## src/rtl/mem_arbiter.sv

```systemverilog
// Round-robin arbiter sharing one line-wide memory port between the dcache (port 0)
// and the icache (port 1); one transaction in flight, with a sticky missing-ack watchdog.
module mem_arbiter #(
  parameter int DATA_W  = 256,
  parameter int ADDR_W  = 32,
  parameter int TIMEOUT = 64
) (
  input  logic              clk_i,
  input  logic              rst_i,
  input  logic              p0_enable_i,
  input  logic              p0_write_i,
  input  logic [ADDR_W-1:0] p0_addr_i,
  input  logic [DATA_W-1:0] p0_data_i,
  output logic [DATA_W-1:0] p0_data_o,
  output logic              p0_ack_o,
  input  logic              p1_enable_i,
  input  logic              p1_write_i,
  input  logic [ADDR_W-1:0] p1_addr_i,
  input  logic [DATA_W-1:0] p1_data_i,
  output logic [DATA_W-1:0] p1_data_o,
  output logic              p1_ack_o,
  output logic              mem_enable_o,
  output logic              mem_write_o,
  output logic [ADDR_W-1:0] mem_addr_o,
  output logic [DATA_W-1:0] mem_data_o,
  input  logic [DATA_W-1:0] mem_data_i,
  input  logic              mem_ack_i,
  output logic              grant_o,
  output logic              busy_o,
  output logic              timeout_o
);

  // state | meaning
  // IDLE  | no transaction; arbitrate between requesting ports
  // BUSY  | transaction issued to memory, waiting for mem_ack_i
  // TURN  | one-cycle gap so memory sees a fresh enable edge
  typedef enum logic [1:0] {IDLE, BUSY, TURN} state_t;

  localparam int CNT_W = 32;
  localparam logic [CNT_W-1:0] WD_LAST = CNT_W'(TIMEOUT - 1);

  state_t           state, state_nxt;
  logic             rr_ptr;
  logic             req_any;
  logic             win;
  logic             wd_hit;
  logic [CNT_W-1:0] wait_cnt;

  assign req_any = p0_enable_i | p1_enable_i;
  assign win     = (p0_enable_i & p1_enable_i) ? rr_ptr : p1_enable_i;
  assign wd_hit  = (TIMEOUT != 0) && (wait_cnt == WD_LAST);

  assign busy_o    = (state == BUSY);
  assign p0_ack_o  = mem_ack_i & busy_o & ~grant_o;
  assign p1_ack_o  = mem_ack_i & busy_o & grant_o;
  assign p0_data_o = mem_data_i;
  assign p1_data_o = mem_data_i;

  always_ff @(posedge clk_i or posedge rst_i) begin
    if (rst_i) state <= IDLE;
    else       state <= state_nxt;
  end

  always_comb begin
    state_nxt = state;
    case (state)
      IDLE:    if (req_any) state_nxt = BUSY;
      BUSY:    if (mem_ack_i) state_nxt = TURN;
      TURN:    state_nxt = IDLE;
      default: state_nxt = IDLE;
    endcase
  end

  always_ff @(posedge clk_i or posedge rst_i) begin
    if (rst_i) begin
      rr_ptr       <= 1'b0;
      grant_o      <= 1'b0;
      mem_enable_o <= 1'b0;
      mem_write_o  <= 1'b0;
      mem_addr_o   <= '0;
      mem_data_o   <= '0;
      timeout_o    <= 1'b0;
      wait_cnt     <= '0;
    end else begin
      case (state)
        IDLE: begin
          if (req_any) begin
            grant_o      <= win;
            mem_enable_o <= 1'b1;
            mem_write_o  <= win ? p1_write_i : p0_write_i;
            mem_addr_o   <= win ? p1_addr_i  : p0_addr_i;
            mem_data_o   <= win ? p1_data_i  : p0_data_i;
            wait_cnt     <= '0;
          end
        end
        BUSY: begin
          if (mem_ack_i) begin
            mem_enable_o <= 1'b0;
            mem_write_o  <= 1'b0;
            rr_ptr       <= ~grant_o;
          end else begin
            if (wd_hit) timeout_o <= 1'b1;
            // saturate so a hung memory cannot wrap back onto the trip point
            if (wait_cnt != '1) wait_cnt <= wait_cnt + 1'b1;
          end
        end
        default: ;
      endcase
    end
  end

endmodule

```

## config.mk

```make
export PLATFORM = sky130hd
export DESIGN_NAME = mem_arbiter
export DESIGN_NICKNAME = d
export VERILOG_FILES = /design/src/rtl/mem_arbiter.sv
export SDC_FILE = /design/constraint.sdc
export NUM_CORES = 1
export LEC_CHECK = 0
export BUFFER_PORTS_ARGS = -buffer_cell sky130_fd_sc_hd__buf_2
export CAP_MARGIN = 30
export CELL_PAD_IN_SITES_DETAIL_PLACEMENT = 1
export CELL_PAD_IN_SITES_GLOBAL_PLACEMENT = 1
export CORE_AREA = 3 3 633 635
export DETAILED_ROUTE_END_ITERATION = 8
export DIE_AREA = 0 0 636 638
export PLACE_DENSITY = 0.3
export RECOVER_POWER = 50
export SKIP_CTS_REPAIR_TIMING = 1
export SLEW_MARGIN = 20
export SYNTH_ARGS = -nofsm -noshare
export SYNTH_HDL_FRONTEND = slang
export SYNTH_SLANG_ARGS = --single-unit
```

## constraint.sdc

```tcl
create_clock -name clk_i -period 10.38 [get_ports clk_i]
set_clock_uncertainty 0.15 [all_clocks]
set_input_delay 0.519 -clock clk_i [delete_from_list [all_inputs] [get_ports clk_i]]
set_output_delay 0.519 -clock clk_i [all_outputs]
set_load 0.02 [all_outputs]
```

======== Word level (Yosys, flattened, before mapping) ========
Cells that the tools add are included.
word-level totals
  word-level logic and storage cells ...... 48
  register bits ........................... 327
  input bits .............................. 839
  output and inout bits ................... 807
operators by class
  mux-type cells .......................... 16
  eq/ne operators ......................... 7
  bitwise gates (word level) .............. 7
  reduce and logical (&&, ||, !) cells .... 8
  add/sub/neg operators ................... 1
operator list
  cell                                                  count
  two-way mux 256 bit                                   1
  two-way mux 32 bit                                    4
  one-hot mux 32 bit (2 select lines)                   1
  adder 32 x 1 -> 32 bit, second input constant         1
  equality test 32 x 6 -> 1 bit, second input constant  1
  != test 32 bit, second input constant                 1
  != test 2 bit, second input constant                  3
  AND reduction 2 bit                                   3
  AND reduction 3 bit                                   2
  two-way mux 1 bit                                     5
  bitwise AND 1 bit                                     4
  two-way mux 2 bit                                     2
  one-hot mux 1 bit (2 select lines)                    2
  one-hot mux 2 bit (2 select lines)                    1
  AND reduction 4 bit                                   1
  equality test 2 x 1 -> 1 bit, second input constant   1
  zero test 2 bit                                       1
  != test 2 x 1 -> 1 bit, second input constant         1
  NOT 1 bit                                             2
  nonzero test 2 bit                                    1
  bitwise OR 1 bit                                      1

======== Logic depth before layout (Yosys ltp) ========
  word-level depth ........................ 5
  depth in mapped cells ................... 8
  mapped depth without buffers ............ 6

======== Least setup slack after synthesis ========
No wires, ideal clock.
  path kind ............................... register to register
  start point ............................. register wait_cnt[3]
  end point ............................... register wait_cnt[23]
  buffers on the path ..................... 1
  library setup time ...................... 0.128 ns
  clock period less this slack ............ 2.295 ns
  path slack .............................. 8.085 ns
  arrival time ............................ 2.017 ns
  stages on the path, launching flop included .. 7
  data required time ...................... 10.102 ns
  path through ............................ dfrtp_1 -> nand4_4 -> or4_1 -> buf_2 -> or4_4 -> a211oi_2 -> mux2i_1
on the way
  word-level cells in the longest chain between the ends .. 4
  elaborated cells between the ends (all ways) .. 7
  those cells by class .................... add/sub (1); eq/ne (2); mux (3); reduce/logical (1)
RTL lines
  item                                 RTL line  RTL
  start, declared                      47        logic [CNT_W-1:0] wait_cnt;
  start signal, assigned               104       if (wait_cnt != '1) wait_cnt <= wait_cnt + 1'b1;
  adder 32 x 1 -> 32 bit               104
  two-way mux 32 bit                   104
  two-way mux 32 bit                   97        if (mem_ack_i) begin
  one-hot mux 32 bit (2 select lines)  85        case (state)
Several ways; a longest one is shown, not always the timed one. The select of a mux whose other input is x is not followed.
A chain may end at the register's enable or synchronous reset.

==> flow_metrics.tcl <==
set metrics [dict create \
    yosysMostFrequentCell "buf_4" \
    avgRoutedWirePerCell_um 27.3 \
    yosys-top-cells-count "buf_4, dfrtp_1, nand2_1" \
    cp-end-kind "async pin" \
    synth_top_area_share_pct 42.5 \
    n_fill_cell 47000 \
    synthAdderAreaFrac_pct 0.0650 \
    grt_pass1_wl_um 262000 \
    numPortBuffers 877 \
    path_max_fanout 62 \
    fin_crit_sh_pct 47.6 \
    drtAntennaViolNets 0 \
    syn_area_per_cell_um2 9.42 \
    cts_buffers 52 \
    syn-cell-area_mm2 0.0192 \
    p_leak_nw 13.6 \
    whs_ps -2.57 \
    synth-seq-cells 327 \
    rrSetupSlack_ps 6610 \
    initialDrtViolationCount 1009 \
    slew_headroom_pct -172 \
    yosys.area_share.simple_pct 9.63 \
    crit_path_start_kind "primary input" \
    muxShareOfSynthArea_pct 15.1 \
    max-clock-path-buffers 3 \
    grt_max_degree 213 \
    path_class "in -> async" \
    timing.rr.start "rr_ptr" \
    fp-row-count 231 \
    tightest_slew_ps 4050 \
    synth_compound_area_share_pct 10.2 \
    htreeDepth 2 \
    clock_sinks 327 \
    core_area_mm2 0.396 \
    grt_use_total_pct 10.4 \
    synthFlopType "dfrtp_1" \
    grt_pass1_vias 17900 \
    synthTopCellsByArea "dfrtp_1, buf_4, mux2i_1, o21ai_0, nand2_1" \
    initial_core_util_pct 4.86 \
    required_ps 10590 \
    routed-via-count 19400 \
    synth-edff-count 0 \
    hold_viol_final 2 \
    synth_top_family_by_area "buffers and inverters" \
    clkTransAtPathRegs_ps 60 \
    violations "negative hold slack, max-capacitance violations, max-slew violations" \
    power_mw 7.16 \
    dpl-instance-area_mm2 0.0262 \
    flow.area_growth_from_synthesis_pct 67.2 \
    grt_overflow 0 \
    fp.dieW_um 636 \
    drive_above_1_share_pct 33.3 \
    period_minus_slack_ps 4940 \
    fin_nets 3638 \
    dp_slack_ps 6790 \
    ff2ff_path_depth 7 \
    synth.distinct_cells 51 \
    ir_drop_v 0.000155 \
    dieArea_mm2 0.406 \
    cts-root-buf "clkbuf_16" \
    min_from "p0_data_i[213]" \
    cts_tree "yes" \
    setup_viol_count_final 0 \
    drc 0 \
    die_h_um 638 \
    gp_congestion 0.810 \
    io-pin-count 1646 \
    slew_viol_final 98 \
    syn_inst 2043 \
    finalWirelength_um 222000 \
    rsz0062_at_grt "no" \
    drt-pass1-iter-count 5 \
    final_area_mm2 0.0322 \
    viasPerCell 2.38 \
    cap_viol_max_count 2 \
    arrival_ps 5150 \
    synthXorXnorAreaFrac_pct 0 \
    hp-class "in -> reg" \
    yosysWarnings 0 \
    antenna_found_initial 204 \
    synth_area_leader_cell "dfrtp_1" \
    dp_hpwl_um 195000 \
    synth_seq_area_share_pct 42.5 \
    hold_depth 3 \
    powerDensity_mw_per_mm2 223 \
    fmax_mhz 202 \
    async_flop_share_pct 100 \
    setup_ws_ps 5440 \
    syn_nets 2883 \
    worstSkewPairLatency_ps 680 \
    run_status "finished with violations" \
    critPathLaunch "rst_i" \
    tns_ps 0 \
]
power by group:
group	switching (mW)	internal, mW	leakage, nW	total, mW
Sequential	0.340	1.85	4.07	2.19
Clock	0.803	1.01	0.803	1.81
Combinational	2.14	1.02	8.70	3.16
stage by stage:
| step | instances | utilization [%] |
|---|---|---|
| after floorplan | 2043 | - |
| after global placement | 7560 | 6.62 |
| after detailed placement | 7561 | 6.62 |
| after CTS | 7658 | 7.04 |
| after global routing | 8116 | 8.12 |
| final | 8133 | 8.13 |
path summary, 6_finish.rpt:
path,endpoint
setup reg to reg,mem_data_o[185]
max in group clk_i,mem_data_o[185]
hold reg to reg,mem_data_o[186]
min in group asynchronous,mem_data_o[81]
hold / removal,mem_data_o[213]
setup / recovery,mem_data_o[14]
layout by cell type (no fill, tap or decap), types with 4 or more instances in the layout:
cell and n:
inv_1 8, clkbuf_8 8, nand3_1 19, clkinv_2 8
a31oi_1 15, a21oi_1 7, buf_2 826, clkbuf_16 52
nor4_1 13, nor2_1 14, clkinvlp_4 4, nor3_1 6
nor4b_1 4, dlygate4sd3_1 423, buf_12 6, clkbuf_1 70
o211ai_1 4, mux2i_1 291, o31ai_1 18, nand2_1 315
buf_4 15, nand4_1 19, diode_2 50, o21ai_0 304
dfrtp_1 327, and3_1 5
kinds of logic after synthesis:
kind of cell               Yosys count
and+or+nand+nor                    423
AOI/OAI and AO/OA                  367
muxes                              291
buffers and inverters              634
adders and majority gates            1
DFF                                327
area by class of cell:
type,instances,area [um^2],area share [%]
Tap cell,5242,6560,20.4
Timing Repair Buffer,1325,8830,27.5
Clock buffer,77,1480,4.59
Clock inverter,20,184,0.572
Sequential cell,327,8180,25.4
Multi-Input combinational cell,1082,6780,21.1
Antenna cell,50,125,0.389
Inverter,10,38.8,0.121
routing by layer:
layer / vias up / wire [um] / GRT usage (%)
met2: 1593 / 108000 / 18.2
met5: - / 1160 / 1.03
li1: 8020 / - / -
met4: 122 / 10800 / 3.61
met1: 8994 / 63300 / 8.45
met3: 650 / 39000 / 8.93
worst max-delay path: stages:
cell           delay [ps]
dlygate4sd3_1         540
buf_2                 120
clkinvlp_2           2250
clkbuf_1             1600
registers in the layout, summed over array words and instances (netlist names):
signal and flops:
mem_data_o 256, mem_addr_o 32, wait_cnt 32, state 2, grant_o 1, mem_enable_o 1
mem_write_o 1, rr_ptr 1, timeout_o 1
Note: power is estimated with default switching activity, not from simulation.
